==> config.mk <==
export PLATFORM = sky130hd
export DESIGN_NAME = isp_param_bank
export DESIGN_NICKNAME = d
export VERILOG_FILES = /design/src/rtl/isp_cfg_pkg.sv /design/src/rtl/isp_commit_ctrl.sv /design/src/rtl/isp_param_bank.sv
export SDC_FILE = /design/constraint.sdc
export NUM_CORES = 1
export LEC_CHECK = 0
export ABC_AREA = 1
export BUFFER_PORTS_ARGS = -buffer_cell sky130_fd_sc_hd__buf_2
export CORE_MARGIN = 1.5
export CORE_UTILIZATION = 50
export DETAILED_ROUTE_END_ITERATION = 10
export GPL_TIMING_DRIVEN = 0
export PLACE_DENSITY = 0.76
export RECOVER_POWER = 25
export SLEW_MARGIN = 10
export SYNTH_ARGS = -nofsm -noshare
export SYNTH_HDL_FRONTEND = slang
export SYNTH_HIERARCHICAL = 1
export SYNTH_SLANG_ARGS = --single-unit
==> constraint.sdc <==
create_clock -name HCLK -period 1.45 [get_ports HCLK]
set_clock_uncertainty 0.05 [all_clocks]
set_input_delay 0 -clock HCLK [delete_from_list [all_inputs] [get_ports HCLK]]
set_output_delay 0 -clock HCLK [all_outputs]
set_load 0.01 [all_outputs]
==> src/rtl/isp_cfg_pkg.sv <==
// Shared constants for the ISP parameter bank: register map, commit FSM
// encodings and reset defaults.
package isp_cfg_pkg;

    localparam logic [3:0] ADDR_STATUS = 4'h0;
    localparam logic [3:0] ADDR_MODE   = 4'h1;
    localparam logic [3:0] ADDR_RES    = 4'h3;
    localparam logic [3:0] ADDR_GAIN   = 4'h7;
    localparam logic [3:0] ADDR_GAMMA  = 4'hF;

    typedef enum logic [1:0] {
        ST_IDLE  = 2'd0,
        ST_ARMED = 2'd1,
        ST_APPLY = 2'd2
    } commit_state_e;

    localparam int DEF_GAIN_RST    = 8;
    localparam int DEF_H_RST       = 1920;
    localparam int DEF_V_RST       = 1080;
    localparam int DEF_TIMEOUT_CYC = 2 ** 20;

    localparam logic [3:0] BAYER_RST = 4'h0;
    localparam logic [2:0] MODE_RST  = 3'h0;
    localparam logic [2:0] GAMMA_RST = 3'b001;

endpackage

==> src/rtl/isp_commit_ctrl.sv <==
// Commit sequencer: waits for the next vsync rising edge (or a timeout)
// before letting the shadow registers be copied to the active set.
//
//   state | meaning
//   IDLE  | no transfer requested
//   ARMED | commit seen, waiting for frame start or timeout
//   APPLY | one cycle; active registers load at the end of it
module isp_commit_ctrl
    import isp_cfg_pkg::*;
#(
    parameter int TIMEOUT_CYC = DEF_TIMEOUT_CYC
) (
    input  logic       HCLK,
    input  logic       HRESETn,
    input  logic       commit,
    input  logic       vsync,
    output logic       apply,
    output logic       pending,
    output logic       timeout,
    output logic [1:0] state_code
);

    localparam int CNT_W = (TIMEOUT_CYC > 1) ? $clog2(TIMEOUT_CYC) : 1;
    localparam logic [CNT_W-1:0] CNT_LAST = CNT_W'(TIMEOUT_CYC - 1);

    commit_state_e    state, state_nxt;
    logic [CNT_W-1:0] cnt, cnt_nxt;
    logic             timeout_nxt;
    logic             vsync_d;
    logic             frame_start;

    assign frame_start = vsync & ~vsync_d;

    always_ff @(posedge HCLK or negedge HRESETn) begin
        if (!HRESETn) begin
            state   <= ST_IDLE;
            cnt     <= '0;
            timeout <= 1'b0;
            vsync_d <= 1'b0;
        end else begin
            state   <= state_nxt;
            cnt     <= cnt_nxt;
            timeout <= timeout_nxt;
            vsync_d <= vsync;
        end
    end

    always_comb begin
        state_nxt   = state;
        cnt_nxt     = cnt;
        timeout_nxt = timeout;
        unique case (state)
            ST_IDLE: begin
                // a frame edge coinciding with commit only arms
                if (commit) begin
                    state_nxt = ST_ARMED;
                    cnt_nxt   = '0;
                end
            end
            ST_ARMED: begin
                cnt_nxt = cnt + 1'b1;
                if (frame_start) begin
                    state_nxt   = ST_APPLY;
                    timeout_nxt = 1'b0;
                end else if (cnt == CNT_LAST) begin
                    state_nxt   = ST_APPLY;
                    timeout_nxt = 1'b1;
                end
            end
            ST_APPLY: begin
                state_nxt = commit ? ST_ARMED : ST_IDLE;
                cnt_nxt   = '0;
            end
            default: begin
                state_nxt = ST_IDLE;
                cnt_nxt   = '0;
            end
        endcase
    end

    assign apply      = (state == ST_APPLY);
    assign pending    = (state == ST_ARMED);
    assign state_code = state;

endmodule

==> src/rtl/isp_param_bank.sv <==
// Double-buffered ISP parameter bank: bus writes land in shadow registers
// and reach the pipeline only on a committed frame boundary.
module isp_param_bank
    import isp_cfg_pkg::*;
#(
    parameter int NUM_CH      = 3,
    parameter int GAIN_W      = 8,
    parameter int GAIN_RST    = DEF_GAIN_RST,
    parameter int RES_W       = 12,
    parameter int H_RST       = DEF_H_RST,
    parameter int V_RST       = DEF_V_RST,
    parameter int H_MAX       = 4095,
    parameter int V_MAX       = 4095,
    parameter int TIMEOUT_CYC = DEF_TIMEOUT_CYC
) (
    input  logic                     HCLK,
    input  logic                     HRESETn,
    input  logic                     wr_en,
    input  logic [3:0]               wr_addr,
    input  logic [31:0]              wr_data,
    input  logic                     rd_en,
    input  logic [3:0]               rd_addr,
    output logic [31:0]              rd_data,
    output logic                     rd_valid,
    input  logic                     commit,
    input  logic                     vsync,
    output logic [NUM_CH*GAIN_W-1:0] gain_bus,
    output logic [RES_W-1:0]         h_active,
    output logic [RES_W-1:0]         v_active,
    output logic [3:0]               bayer_start,
    output logic [2:0]               isp_mode,
    output logic [2:0]               gamma_coe,
    output logic                     commit_pending,
    output logic                     commit_done,
    output logic                     timeout_flag,
    output logic                     wr_err
);

    localparam int GB_W = NUM_CH * GAIN_W;
    localparam logic [GB_W-1:0]  GAIN_BUS_RST = {NUM_CH{GAIN_W'(GAIN_RST)}};
    localparam logic [RES_W-1:0] H_RST_V      = RES_W'(H_RST);
    localparam logic [RES_W-1:0] V_RST_V      = RES_W'(V_RST);

    logic [GB_W-1:0]  sh_gain, act_gain;
    logic [RES_W-1:0] sh_h, sh_v, act_h, act_v;
    logic [3:0]       sh_bayer, act_bayer;
    logic [2:0]       sh_mode, act_mode;
    logic [2:0]       sh_gamma, act_gamma;

    logic             apply;
    logic [1:0]       state_code;
    logic [RES_W-1:0] wr_h, wr_v;
    logic [31:0]      wr_h_ext, wr_v_ext;
    logic             res_ok;
    logic [31:0]      gain_word, res_word, rd_word;

    isp_commit_ctrl #(
        .TIMEOUT_CYC (TIMEOUT_CYC)
    ) u_commit_ctrl (
        .HCLK       (HCLK),
        .HRESETn    (HRESETn),
        .commit     (commit),
        .vsync      (vsync),
        .apply      (apply),
        .pending    (commit_pending),
        .timeout    (timeout_flag),
        .state_code (state_code)
    );

    assign wr_h     = wr_data[RES_W-1:0];
    assign wr_v     = wr_data[12 +: RES_W];
    assign wr_h_ext = 32'(wr_h);
    assign wr_v_ext = 32'(wr_v);
    assign res_ok   = (wr_h_ext != 32'd0) && (wr_h_ext <= 32'(H_MAX)) &&
                      (wr_v_ext != 32'd0) && (wr_v_ext <= 32'(V_MAX));

    always_ff @(posedge HCLK or negedge HRESETn) begin
        if (!HRESETn) begin
            sh_gain  <= GAIN_BUS_RST;
            sh_h     <= H_RST_V;
            sh_v     <= V_RST_V;
            sh_bayer <= BAYER_RST;
            sh_mode  <= MODE_RST;
            sh_gamma <= GAMMA_RST;
            wr_err   <= 1'b0;
        end else begin
            wr_err <= 1'b0;
            if (wr_en) begin
                case (wr_addr)
                    ADDR_MODE:  sh_mode <= wr_data[2:0];
                    ADDR_RES: begin
                        if (res_ok) begin
                            sh_h     <= wr_h;
                            sh_v     <= wr_v;
                            sh_bayer <= wr_data[31:28];
                        end else begin
                            wr_err <= 1'b1;
                        end
                    end
                    ADDR_GAIN: begin
                        // bus word carries ch0 in its MSBs; gain_bus has ch0 in LSBs
                        for (int k = 0; k < NUM_CH; k++)
                            sh_gain[k*GAIN_W +: GAIN_W] <= wr_data[31-k*GAIN_W -: GAIN_W];
                    end
                    ADDR_GAMMA: sh_gamma <= wr_data[2:0];
                    default:    wr_err   <= 1'b1;
                endcase
            end
        end
    end

    always_ff @(posedge HCLK or negedge HRESETn) begin
        if (!HRESETn) begin
            act_gain  <= GAIN_BUS_RST;
            act_h     <= H_RST_V;
            act_v     <= V_RST_V;
            act_bayer <= BAYER_RST;
            act_mode  <= MODE_RST;
            act_gamma <= GAMMA_RST;
        end else if (apply) begin
            act_gain  <= sh_gain;
            act_h     <= sh_h;
            act_v     <= sh_v;
            act_bayer <= sh_bayer;
            act_mode  <= sh_mode;
            act_gamma <= sh_gamma;
        end
    end

    always_comb begin
        gain_word = '0;
        for (int k = 0; k < NUM_CH; k++)
            gain_word[31-k*GAIN_W -: GAIN_W] = sh_gain[k*GAIN_W +: GAIN_W];
    end

    always_comb begin
        res_word               = '0;
        res_word[RES_W-1:0]    = sh_h;
        res_word[12 +: RES_W]  = sh_v;
        res_word[31:28]        = sh_bayer;
    end

    always_comb begin
        rd_word = '0;
        case (rd_addr)
            ADDR_STATUS: rd_word = {28'b0, timeout_flag, state_code, commit_pending};
            ADDR_MODE:   rd_word = {29'b0, sh_mode};
            ADDR_RES:    rd_word = res_word;
            ADDR_GAIN:   rd_word = gain_word;
            ADDR_GAMMA:  rd_word = {29'b0, sh_gamma};
            default:     rd_word = '0;
        endcase
    end

    always_ff @(posedge HCLK or negedge HRESETn) begin
        if (!HRESETn) begin
            rd_data  <= '0;
            rd_valid <= 1'b0;
        end else begin
            rd_valid <= rd_en;
            rd_data  <= rd_en ? rd_word : 32'd0;
        end
    end

    assign gain_bus    = act_gain;
    assign h_active    = act_h;
    assign v_active    = act_v;
    assign bayer_start = act_bayer;
    assign isp_mode    = act_mode;
    assign gamma_coe   = act_gamma;
    assign commit_done = apply;

endmodule

==> metrics <==
GRT Util Overall 25.4%; largest net degree at the start of global routing 100; Post-Synthesis Cells 774; violated checks setup timing; DRC errors left 0; Syn. warnings 6; Die Ht 125 microns; Reg2Reg Setup Slack -0.01 ns; CTS Buffer Depth 2; met3 routed WL 1.60 mm; Synth Area in Compound Gates 6.56%; fmax 684 MHz; via/cell ratio 5.36; Synth Net Count 821; first-pass GRT wire length 31.1 mm; ANT nets after route 0; WL met1 8.52 mm; Cell Area, Synth 7460 sq um; CP required 1.71 ns; vias in the first global route 6116; largest family of logic cells by synthesized area simple AND/OR/NAND/NOR gates; total core area 14500 sq um; Fin. Hold Viols 0; Setup TNS -0.0504 ns; TritonCTS Buffers 17; hold slack 0.0381 ns; Post-DP HPWL 13.0 mm; reg-to-reg endpoint v_active[6]; RSZ-0062 raised after global routing true; H-tree depth 4; Fillers 1098; global route overflow 0; xor/xnor cell area share of the yosys netlist 0.117%; router iterations before antenna repair 5; Area contributors post-synth dfrtp_1, nand2_1, dfstp_2, mux2_2, inv_1; share of layout cells above drive strength 1 32.2%; Cell variety after synth 34; clk root buf clkbuf_16; syn_area_per_cell 9.64 sq um; initial drt markers 489; commonest non-fill, non-tap cell in the layout nand2_1; Clk Latency, worst-skew pair 0.42 ns; initial antenna violation count 2; Worst Tran Pin Value 0.723 ns; Yosys reg bits 174; Synth area leader dfrtp_1; top cell type's share of synthesized area 50.3%; Max IR drop VDD 0.000905 V; adder and majority gate portion of the synthesized area 0.168%; status finished with violations; R2R cell count 4; Initial Utilization 51.3%; post-synthesis simple-gate area fraction 20.7%; Routed wire per std cell 17.0 microns; startpoint types register; final net count 1038; most frequent cells in the layout nand2_1, dfrtp_1, buf_2; vias 6379; final worst path period share 101%; TritonCTS clock tree done; DR WL met2 9.48 mm; setup ws final -0.0119 ns; kind of critical path register to register; Min-Delay Startpoint wr_en; Hold Crit Class primary input to register; Hold Crit Endpoint sh_h[6]; uppermost layer routed met4; Layout area overhead 32.7%; clock sinks 174; Critical Path End Type register; CP startpoint u_commit_ctrl/state_code[0]; clock slew at reported path FFs 0.07 ns; GP Congestion 0.892; Critical R2R Launch u_commit_ctrl/state_code[0]; Ports 141; min Tclk post-route 1.46 ns; hold depth 4; sequential-to-total area share from yosys stat 58.8%; mux share of post-synthesis cell area 6.94%; final WL 20.2 mm; max_slew headroom 51.8%; P_leak 0.00502 uW; MaxCap Viol Count 0; die footprint 15700 sq um; crit path max fanout 10; Pwr Density 1550 nW/um^2; Rows 44; crit path DAT 1.72 ns; # setup viols final 6; number of I/O port buffers 139; Die W 125 microns; max-slew violations 0
==> registers in the layout, summed over array words and instances (netlist names) <==
signal / flops
u_commit_ctrl/cnt: 20
rd_data: 32
sh_gain: 24
gain_bus: 24
rd_valid: 1
u_commit_ctrl/vsync_d: 1
v_active: 12
u_commit_ctrl/state_code: 2
sh_mode: 3
sh_h: 12
gamma_coe: 3
isp_mode: 3
u_commit_ctrl/timeout: 1
wr_err: 1
sh_gamma: 3
sh_bayer: 4
bayer_start: 4
sh_v: 12
h_active: 12
==> worst max-delay path, cell delays in order, from the launching register on <==
cell       delay (ns)
dfrtp_2          0.45
nor2_4           0.14
clkbuf_16        0.20
buf_12           0.16
mux2_2           0.34
==> kinds of logic (layout without fill, tap and decap cells) <==
group / Yosys count / after routing
buffers and inverters: 107 / 337
other: 0 / 2
adder cells (fa/ha/maj): 1 / 1
AND/OR/NAND/NOR: 354 / 354
AO/OA/AOI/OAI: 91 / 91
XOR/XNOR: 1 / 1
flip-flops: 174 / 174
multiplexers: 46 / 46
==> Yosys cell counts (all sizes together) <==
cell type and instances:
nand2 214, nand4 33, a21oi 43, a22o 1
o221ai 1, dfstp 24, clkbuf 7, buf 27
a31oi 1, nor2 75, o21bai 3, o22ai 5
o31ai 1, nand3 26, nor3 6, ha 1
mux2 46, o21ai 34, xor2 1, inv 73
dfrtp 150, a22oi 2
==> worst max path at each step <==
stage,cells after the start,end,slack [ns]
after floorplan,4,bayer_start[0],0.0008
after global placement,1,rd_data[21],-2.35
after detailed placement,5,gain_bus[0],-0.20
after CTS,4,gain_bus[15],0.02
after global routing,4,bayer_start[0],-0.05
final,4,v_active[6],-0.01
==> what timing repair did <==
item	CTS	global route
endpoints found under the setup margin	62	57
pin swaps	2	7
buffers inserted	4	2
cloned	0	2
gates resized for setup	22	47
hold endpoints to repair	178	0
hold buffers	51	0
==> report_power, final <==
part,switching [uW],total (uW),internal [uW]
Sequential,746,6900,6160
Combinational,1950,3800,1850
Clock,1900,4670,2760
Total,4600,15400,10800
==> cell type report <==
cell class	count	area [sq um]	share of cell area, %
plain buffers	34	335	3.39
clock inverters	13	163	1.64
diodes	2	5.00	0.0505
flip-flops and latches	174	4390	44.3
well taps	184	230	2.32
repair buffers	198	1330	13.5
inverters	73	274	2.77
clock buffers	19	443	4.47
multi-input cells	493	2730	27.6
==> metal layers <==
layer	vias up	GRT usage [%]
met4	0	9.83
met2	280	40.3
met5	-	0
met3	47	6.68
met1	3102	33.6
li1	2950	-
==> stage by stage <==
step	power (uW)	worst slack, ns	std cells	cell area [sq um]	utilization, %
after floorplan	8680	0.000835	774	7480	-
after global placement	10100	-2.35	1097	8400	57.8
after detailed placement	10200	-0.199	1098	8440	58.1
after CTS	15100	0.0243	1185	9670	66.5
after global routing	16100	-0.0481	1190	9900	68.1
final	15400	-0.0119	1190	9900	68.1
Note: power is estimated with default switching activity, not from simulation.
